===== src/rtl/ram_arbiter.sv =====
`default_nettype none
// +----------------------------------------------------------------------+
// | Module      : ram_arbiter                                            |
// | Description : Two-port req/ack arbiter for a single-port 32K x 8     |
// |               RAM. Port 0 = CPU, port 1 = loader/DMA. Bounded        |
// |               bursts, registered per-port read data.                 |
// | Option      : ARB_ROUND_ROBIN_EN - rotate tie priority between ports |
// |               (undefined: fixed priority, port 0 wins).              |
// | Revision    : 1.0 - initial release                                  |
// +----------------------------------------------------------------------+
module ram_arbiter #(
    parameter int MAX_BURST = 16
) (
    input  logic        clk,
    input  logic        rst_n,
    input  logic        req0,
    input  logic        req1,
    input  logic        lock0,
    input  logic        lock1,
    input  logic        we0,
    input  logic        we1,
    input  logic [14:0] addr0,
    input  logic [14:0] addr1,
    input  logic [7:0]  wdata0,
    input  logic [7:0]  wdata1,
    output logic        gnt0,
    output logic        gnt1,
    output logic        ack0,
    output logic        ack1,
    output logic [7:0]  rdata0,
    output logic [7:0]  rdata1,
    output logic [14:0] ram_address,
    output logic [7:0]  ram_datain,
    output logic        ram_we,
    input  logic [7:0]  ram_dataout
);

    localparam logic [7:0] c_max_burst = 8'(MAX_BURST);

`ifdef ARB_ROUND_ROBIN_EN
    // Port 1 bursts follow the same lock/limit rules as port 0.
    localparam logic c_fixed_prio = 1'b0;
`else
    // Port 0 has absolute priority: any port 0 request ends a port 1 grant.
    localparam logic c_fixed_prio = 1'b1;
`endif

    typedef enum logic [1:0] {
        ST_IDLE = 2'd0,
        ST_GNT0 = 2'd1,
        ST_GNT1 = 2'd2
    } state_t;

    state_t     r_state;
    state_t     w_state_nxt;
    logic [7:0] r_burst_cnt;
    logic [7:0] w_burst_inc;
    logic       w_burst_done;
    logic       w_cut0;
    logic       w_cut1;

`ifdef ARB_ROUND_ROBIN_EN
    logic       r_last;
`endif

    assign gnt0   = (r_state == ST_GNT0);
    assign gnt1   = (r_state == ST_GNT1);
    assign ack0   = gnt0 & req0;
    assign ack1   = gnt1 & req1;
    // Derived from the state register so an async reset drops it at once.
    assign ram_we = (ack0 & we0) | (ack1 & we1);

    // Count value after the ack happening this cycle; the limit is hit on
    // the ack that brings the count to MAX_BURST.
    assign w_burst_inc  = (r_burst_cnt == 8'hFF) ? 8'hFF : r_burst_cnt + 8'd1;
    assign w_burst_done = (w_burst_inc >= c_max_burst);

    // Grant is released after this ack when the other port is waiting.
    assign w_cut0 = req1 & (~lock0 | w_burst_done);
    assign w_cut1 = req0 & (~lock1 | w_burst_done | c_fixed_prio);

    // Steer the granted port onto the RAM; drive zeros when idle.
    always_comb begin
        ram_address = '0;
        ram_datain  = '0;
        case (r_state)
            ST_GNT0: begin
                ram_address = addr0;
                ram_datain  = wdata0;
            end
            ST_GNT1: begin
                ram_address = addr1;
                ram_datain  = wdata1;
            end
            default: ;
        endcase
    end

    // Next-state decision: tie resolution in IDLE, release rules in GNTx.
    always_comb begin
        w_state_nxt = r_state;
        case (r_state)
            ST_IDLE: begin
                if (req0 && req1) begin
`ifdef ARB_ROUND_ROBIN_EN
                    w_state_nxt = r_last ? ST_GNT0 : ST_GNT1;
`else
                    w_state_nxt = ST_GNT0;
`endif
                end else if (req0) begin
                    w_state_nxt = ST_GNT0;
                end else if (req1) begin
                    w_state_nxt = ST_GNT1;
                end
            end
            ST_GNT0: begin
                if (!req0 || w_cut0) begin
                    w_state_nxt = ST_IDLE;
                end
            end
            ST_GNT1: begin
                if (!req1 || w_cut1) begin
                    w_state_nxt = ST_IDLE;
                end
            end
            default: w_state_nxt = ST_IDLE;
        endcase
    end

    // State register.
    always_ff @(posedge clk or negedge rst_n) begin
        if (!rst_n) begin
            r_state <= ST_IDLE;
        end else begin
            r_state <= w_state_nxt;
        end
    end

    // Burst counter: cleared while idle (i.e. on every grant entry), counts acks.
    always_ff @(posedge clk or negedge rst_n) begin
        if (!rst_n) begin
            r_burst_cnt <= 8'd0;
        end else if (r_state == ST_IDLE) begin
            r_burst_cnt <= 8'd0;
        end else if (ack0 || ack1) begin
            r_burst_cnt <= w_burst_inc;
        end
    end

`ifdef ARB_ROUND_ROBIN_EN
    // Remember which port was granted last so the next tie goes the other way.
    always_ff @(posedge clk or negedge rst_n) begin
        if (!rst_n) begin
            r_last <= 1'b1;
        end else if (r_state == ST_IDLE && w_state_nxt == ST_GNT0) begin
            r_last <= 1'b0;
        end else if (r_state == ST_IDLE && w_state_nxt == ST_GNT1) begin
            r_last <= 1'b1;
        end
    end
`endif

    // Capture RAM read data for the port whose read is acked this cycle.
    always_ff @(posedge clk or negedge rst_n) begin
        if (!rst_n) begin
            rdata0 <= 8'd0;
            rdata1 <= 8'd0;
        end else begin
            if (ack0 && !we0) begin
                rdata0 <= ram_dataout;
            end
            if (ack1 && !we1) begin
                rdata1 <= ram_dataout;
            end
        end
    end

endmodule
`default_nettype wire


===== config.mk =====
export PLATFORM = sky130hd
export DESIGN_NAME = ram_arbiter
export DESIGN_NICKNAME = d
export VERILOG_FILES = /design/src/rtl/ram_arbiter.sv
export SDC_FILE = /design/constraint.sdc
export NUM_CORES = 1
export LEC_CHECK = 0
export ABC_AREA = 1
export CORE_UTILIZATION = 37
export CTS_BUF_LIST = sky130_fd_sc_hd__clkbuf_8
export CTS_CLUSTER_DIAMETER = 120
export DETAILED_ROUTE_END_ITERATION = 10
export GPL_ROUTABILITY_DRIVEN = 0
export GPL_TIMING_DRIVEN = 0
export PLACE_DENSITY = 0.84
export SETUP_SLACK_MARGIN = 0.02
export SLEW_MARGIN = 25
export SYNTH_ARGS = -nofsm -noshare
export SYNTH_HDL_FRONTEND = slang
export SYNTH_SLANG_ARGS = --single-unit

===== constraint.sdc =====
create_clock -name clk -period 2 [get_ports clk]
set_clock_uncertainty 0.05 [all_clocks]
set_input_delay 0.4 -clock clk [delete_from_list [all_inputs] [get_ports clk]]
set_output_delay 0.4 -clock clk [all_outputs]
set_load 0.01 [all_outputs]

==> results.ini, run 1 <==
[pwr]
powerDensity_mw_per_mm2 = 1238
p_int_w = 0.002012
swShare_pct = 42.23
p_total_w = 0.003482
switching_power_w = 0.001471
p_seq_share_pct = 24.3
p_clk_share_pct = 9.7
combPwrFrac_pct = 65.9
p_leak_nw = 1.341
ir_drop_uv = 764.6

[cells_and_area]
multiInputGateArea_um2 = 889.6
fillers = 340
nets = 417
seq_area_um2 = 650.6
final_cell_mix = nand2_1 (82), clkdlybuf4s50_1 (75), o21ai_0 (26), dfrtp_1 (26)
fin_util_pct = 68.38
final_common_cell = nand2_1
layout-drive-gt1-share_pct = 20.57
diodes = 0
syn_to_final_growth_pct = 73.53

[sta]
setup_viol = 0
fmaxAchievable_ghz = 0.5137
min_period_ns = 1.947
slew_headroom_pct = 61.39
fin_ws_ns = 0.05316
rsz0062_at_grt = yes
final_hold_viol_count = 0
period_share_pct = 97.34
worst_pin_slew_ns = 0.5792
drv_slew = 0

[clock_tree]
cts_buffers = 3
clock_latency_ns = 0.27
clk_pin_slew_worst_paths_ns = 0.09
h-tree-depth = 1
clock_sinks = 26
cts_max_path_buffers = 2
ctsRootBufferMaster = clkbuf_8
cts_tree = built

[synth]
yosysWarnings = 0
ys_seq_area_share_pct = 40.12
syn_avg_cell_area_um2 = 6.871
yosysUniqueCellTypes = 18
synthTopCellsByArea = dfrtp_1 (40%), nand2_1 (19%), o21ai_0 (8.0%)
synth_top_cell_area_share_pct = 40.12
netlist_instances = 236
synth_fp_nets = 302
synth_area_mm2 = 0.001622
yosysTopAreaCell = dfrtp_1
synth-seq-cells = 26

[grt]
antenna_found_initial = 0
grt_use_total_pct = 21.66
grt_pass1_vias = 1728
grt.overflow.total = 0
grt_max_degree = 27
grt_first_pass_wirelength_mm = 7.583

[floorplanning]
ios = 106
core_area_mm2 = 0.004115
start_util_pct = 39.40
die_w_um = 68.20
dieArea_mm2 = 0.004651
die_y_um = 68.20
num_rows = 23

[routing]
routed_via_density = 4.890
wirelength_mm = 5.382
drcViolationCount = 0
wl_met2_mm = 3.008
first_pass_iters = 4
route.met3.wl_um = 175
drt_iter0_drc = 91
dr.max_layer_used = met4
wl_met1_mm = 2.150
drt.antenna.violating_nets = 0
vias = 1956
wire_per_inst_um = 13.46

[worst_hold_path]
hold_class = input pin to asynchronous set/reset pin

[place]
numPortBuffers = 104
dp_slack_ns = -0.4323
dpl.hpwl_mm = 4.178

[critical_path]
path_max_fanout = 7
critPathBufInv = 3
crit_slowest_cell = dfrtp_1
crit_type = flop to output port
cp.arrival_ns = 1.50
worstPathRequired_ns = 1.55
cp_cell_sequence = buf_4 > ha_4 > nand2_2 > inv_2 > dlygate4sd2_1
slowest_delay_ns = 0.41
cp_top_family = buffers and inverters
cp-end-kind = output port
start_kind = flop

[flow_run]
drv_cap = 0

[status]
outcome = complete, no violations

-- metrics by stage --
step	instances	instance area [um^2]	hold slack (ns)	setup TNS [ns]
final	400	2814	0.06746	0
after global routing	400	2814	0.1043	-0.1867
after CTS	398	2854	0.08431	-2.035
after detailed placement	390	2720	0.3802	-9.487
after global placement	390	2725	0.4163	-8.536
after floorplan	236	1622	0.05441	0
-- sequential cells by signal, indices dropped and copies added, names as in the netlist --
name,count
rdata0,8
rdata1,8
r_state,2
r_burst_cnt,8
-- cell type report --
type	instances	share of cell area, %
Timing Repair Buffer	110	34.10
Clock buffer	4	1.956
Sequential cell	26	23.12
Inverter	30	4.002
Buffer	8	2.979
Multi-Input combinational cell	172	31.61
Tap cell	50	2.223
-- synthesized netlist by cell type --
library cell	n
a21oi_1	25
clkbuf_1	8
dfrtp_1	26
ha_1	4
inv_1	28
inv_2	2
nand2_1	84
nand2_2	7
nand3_1	8
nand3_2	4
nand4_1	1
nor2_1	5
nor2_2	2
nor2_4	1
o21ai_0	26
o22a_2	1
o22ai_1	3
or2_2	1
-- path summary, 6_finish.rpt --
check	from	to	slack (ns)	depth (start not counted)
worst min-delay path	rst_n	rdata0[3]$_DFFE_PN0P_	0.07	1
worst max-delay path	r_state[0]$_DFFE_PN0P_	ack0	0.05	5
worst max register to register	r_state[0]$_DFFE_PN0P_	rdata0[3]$_DFFE_PN0P_	0.26	7
max in group asynchronous	rst_n	rdata0[7]$_DFFE_PN0P_	1.45	1
worst min register to register	rdata0[0]$_DFFE_PN0P_	rdata0[0]$_DFFE_PN0P_	0.44	2
min in group clk	rdata0[0]$_DFFE_PN0P_	rdata0[0]$_DFFE_PN0P_	0.44	2
-- per-layer routing --
metal | up-vias | global-route usage (%)
met5 | - | 0
met4 | 0 | 6.250
met3 | 7 | 3.500
met2 | 42 | 39.71
met1 | 927 | 25.62
li1 | 980 | -
-- cells by family (layout without fill, tap and decap cells) --
| family | Yosys count | count (layout) | synth area share, % |
|---|---|---|---|
| adder cells (fa/ha/maj) | 4 | 4 | 3.087 |
| AO/OA/AOI/OAI | 55 | 55 | 17.52 |
| flip-flops | 26 | 26 | 40.12 |
| buffers and inverters | 38 | 152 | 8.796 |
| AND/OR/NAND/NOR | 113 | 113 | 30.48 |
-- power groups by stage --
stage                     clock, W  combinational (W)  sequential, W
after floorplan                  0           0.000910       0.000926
after global placement           0            0.00202       0.000853
after detailed placement         0            0.00207       0.000859
after CTS                 0.000345            0.00222       0.000847
after global routing      0.000367            0.00249       0.000874
final                     0.000338            0.00230       0.000848
-- timing repair --
| action | CTS | global route |
|---|---|---|
| buffers inserted | 4 | 2 |
| gates resized for setup | 78 | 59 |
| pin swaps | 1 | 1 |
| hold buffers | 0 | 0 |
| endpoints found under the hold margin | 0 | 0 |
| endpoints found under the setup margin | 28 | 27 |
(Power assumes the default switching activity.)
==> run 2, diff against run 1 <==
--- a/config.mk
+++ b/config.mk
@@ -13,7 +13,7 @@
 export GPL_ROUTABILITY_DRIVEN = 0
 export GPL_TIMING_DRIVEN = 0
 export PLACE_DENSITY = 0.84
-export SETUP_SLACK_MARGIN = 0.02
+export SETUP_SLACK_MARGIN = 0.1
 export SLEW_MARGIN = 25
 export SYNTH_ARGS = -nofsm -noshare
 export SYNTH_HDL_FRONTEND = slang
==> run 2 against run 1 <==
Count of clock-buffer cells in the layout did not move. First-iteration DRC count decreased by 26%. Wire length rose by 1.2%. Global-route usage grew 0.35 points. Sequential share of layout area fell by 0.58 points. Largest cell class unchanged. Highest routed layer unchanged. Fmax down 1.6%. Via count down 0.87%. Critical path depth up 1. Sequential cell count stayed put. Final cell count rose by 0.75%. Non-clock buffer count is 3 higher. Combinational power grew 9.1%.
==> results.ini, run 2 (same netlist as run 1, synthesis figures left out) <==
[sta]
rsz0062_at_grt = yes  ; unchanged
fin_ws_ns = 0.02156  ; was 0.05316 ns
fmaxAchievable_ghz = 0.5054  ; was 0.5137 GHz
slew_headroom_pct = 61.84  ; was 61.39%
final_hold_viol_count = 0  ; unchanged
worst_pin_slew_ns = 0.5724  ; was 0.5792 ns
drv_slew = 0  ; unchanged
min_period_ns = 1.978  ; was 1.947 ns
setup_viol = 0  ; unchanged
period_share_pct = 98.92  ; was 97.34%

[pwr]
p_total_w = 0.003701  ; was 0.003482 W
switching_power_w = 0.001575  ; was 0.001471 W
ir_drop_uv = 764.5  ; was 764.6 uV
powerDensity_mw_per_mm2 = 1282  ; was 1238 mW/mm^2
p_seq_share_pct = 22.9  ; was 24.3%
combPwrFrac_pct = 67.8  ; was 65.9%
p_clk_share_pct = 9.2  ; was 9.7%
p_int_w = 0.002126  ; was 0.002012 W
swShare_pct = 42.57  ; was 42.23%
p_leak_nw = 1.348  ; was 1.341 nW

[clock_tree]
clock_latency_ns = 0.27  ; about the same
ctsRootBufferMaster = clkbuf_8  ; unchanged
clk_pin_slew_worst_paths_ns = 0.09  ; about the same
clock_sinks = 26  ; unchanged
h-tree-depth = 1  ; unchanged
holdBufCountCts = 0  ; unchanged
cts_buffers = 3  ; unchanged
cts_max_path_buffers = 2  ; unchanged
cts_tree = built  ; unchanged

[critical_path]
startpoint = r_state[0]$_DFFE_PN0P_  ; unchanged
cp.arrival_ns = 1.53  ; was 1.50 ns
crit_type = flop to output port  ; unchanged
cp-end-kind = output port  ; unchanged
start_kind = flop  ; unchanged
path_max_fanout = 6  ; was 7
regToRegStartpoint = r_state[0]$_DFFE_PN0P_  ; unchanged
critPathCapture = ram_datain[2]  ; was ack0
r2r_end = rdata0[1]$_DFFE_PN0P_  ; was rdata0[3]$_DFFE_PN0P_
worstPathRequired_ns = 1.55  ; about the same
r2r_cells = 7  ; unchanged
ff2ff_setup_slack_ns = 0.23  ; was 0.26 ns

[place]
dp_slack_ns = -0.4323  ; unchanged
place_area_mm2 = 0.002720  ; unchanged
dpl.hpwl_mm = 4.178  ; unchanged
numPortBuffers = 104  ; unchanged

[cells_and_area]
seq_area_um2 = 650.6  ; unchanged
fin_util_pct = 70.14  ; was 68.38%
layout-drive-gt1-share_pct = 24.93  ; was 20.57%
top_regs = r_burst_cnt: 8 flops, rdata0: 8 flops, rdata1: 8 flops  ; unchanged
fillers = 327  ; was 340
multiInputGateArea_um2 = 932.1  ; was 889.6 um^2
diodes = 0  ; unchanged
syn_to_final_growth_pct = 78.01  ; was 73.53%
final_common_cell = nand2_1  ; unchanged
nets = 420  ; was 417
fin_area_mm2 = 0.002887  ; was 0.002814 mm^2
final_cell_mix = nand2_1 (80), clkdlybuf4s50_1 (74), o21ai_0 (26), dfrtp_1 (26)  ; was nand2_1 (82), clkdlybuf4s50_1 (75), o21ai_0 (26), dfrtp_1 (26)

[routing]
first_pass_iters = 4  ; unchanged
wire_per_inst_um = 13.51  ; was 13.46 um
wirelength_mm = 5.444  ; was 5.382 mm
drt_iter0_drc = 67  ; was 91
drt.antenna.violating_nets = 0  ; unchanged
vias = 1939  ; was 1956
routed_via_density = 4.811  ; was 4.890
drcViolationCount = 0  ; unchanged

[grt]
met2_usage_pct = 39.95  ; was 39.71%
antenna_found_initial = 0  ; unchanged
use_met3_pct = 3.500  ; unchanged
grt_max_degree = 27  ; unchanged
gr-usage-met1_pct = 25.93  ; was 25.62%
grt_busiest_layer = met2  ; unchanged
grt_pass1_vias = 1776  ; was 1728
grt.overflow.total = 0  ; unchanged
grt_use_total_pct = 22.02  ; was 21.66%
grt_first_pass_wirelength_mm = 7.748  ; was 7.583 mm

[floorplanning]
start_util_pct = 39.40  ; unchanged
die_y_um = 68.20  ; unchanged
die_w_um = 68.20  ; unchanged
num_rows = 23  ; unchanged
ios = 106  ; unchanged
core_area_mm2 = 0.004115  ; unchanged
dieArea_mm2 = 0.004651  ; unchanged

[worst_hold_path]
hold_class = input pin to asynchronous set/reset pin  ; unchanged

[status]
outcome = complete, no violations  ; unchanged

[flow_run]
drv_cap = 0  ; unchanged

## run 2: cell types whose count changed in the layout (fill, tap and decap cells not counted), moves of 2 or more
cell / change
a21oi_2: +10
nand2_2: +2
buf_4: +3
buf_8: +3
buf_6: -3
nand2_1: -2
a21oi_1: -10
## run 2: how the worst min path moves through the flow
| stage | to | cells past startpoint |
|---|---|---|
| floorplan | r_burst_cnt[0]$_DFFE_PN0P_ | 0 |
| global placement | rdata1[4]$_DFFE_PN0P_ | 2 |
| detailed placement | rdata0[7]$_DFFE_PN0P_ | 1 |
| CTS | rdata0[3]$_DFFE_PN0P_ | 1 |
| global route | rdata0[7]$_DFFE_PN0P_ | 1 |
| finish | rdata0[3]$_DFFE_PN0P_ | 1 |
## run 2: metrics by stage
stage,hold WS [ns],TNS [ns],instances
floorplan,0.05441,0,236
global placement,0.4163,-8.536,390
finish,0.06309,0,403
detailed placement,0.3802,-9.487,390
CTS,0.08431,0,403
global route,0.1043,-0.05740,403
## run 2: worst max-delay path, stage by stage, from the launching register on
cell,delay [ns]
dfrtp_1,0.40
inv_2,0.09
ha_4,0.29
inv_6,0.05
clkbuf_8,0.14
a21oi_1,0.12
buf_2,0.17
## run 2: layout make-up
| class | count | area share [%] |
|---|---|---|
| tap | 50 | 2.167 |
| multi-input combinational | 172 | 32.29 |
| buffer | 8 | 3.294 |
| clock buffer | 4 | 1.907 |
| inverter | 30 | 4.075 |
| sequential | 26 | 22.54 |
| timing repair buffer | 113 | 33.72 |
## run 2: what timing repair did
| action | in CTS | in global routing |
|---|---|---|
| buffers inserted | 7 | 0 |
| cloned | 2 | 0 |
| endpoints found under the setup margin | 28 | 26 |
| resized for setup | 130 | 26 |
| pin swaps | 2 | 2 |
## run 2: routing by layer
layer  share of wire [%]  up-vias
li1                    -      986
met1                  40      893
met2                  55       51
met3                 3.6        9
met4                 1.4        0
met5                   0        -
## run 2: power by group through the flow
stage | registers, W | logic [W] | clock network [W]
final | 0.000849 | 0.00251 | 0.000341
after global routing | 0.000874 | 0.00270 | 0.000367
after CTS | 0.000849 | 0.00233 | 0.000345
after detailed placement | 0.000859 | 0.00207 | 0
after global placement | 0.000853 | 0.00202 | 0
after floorplan | 0.000926 | 0.000910 | 0
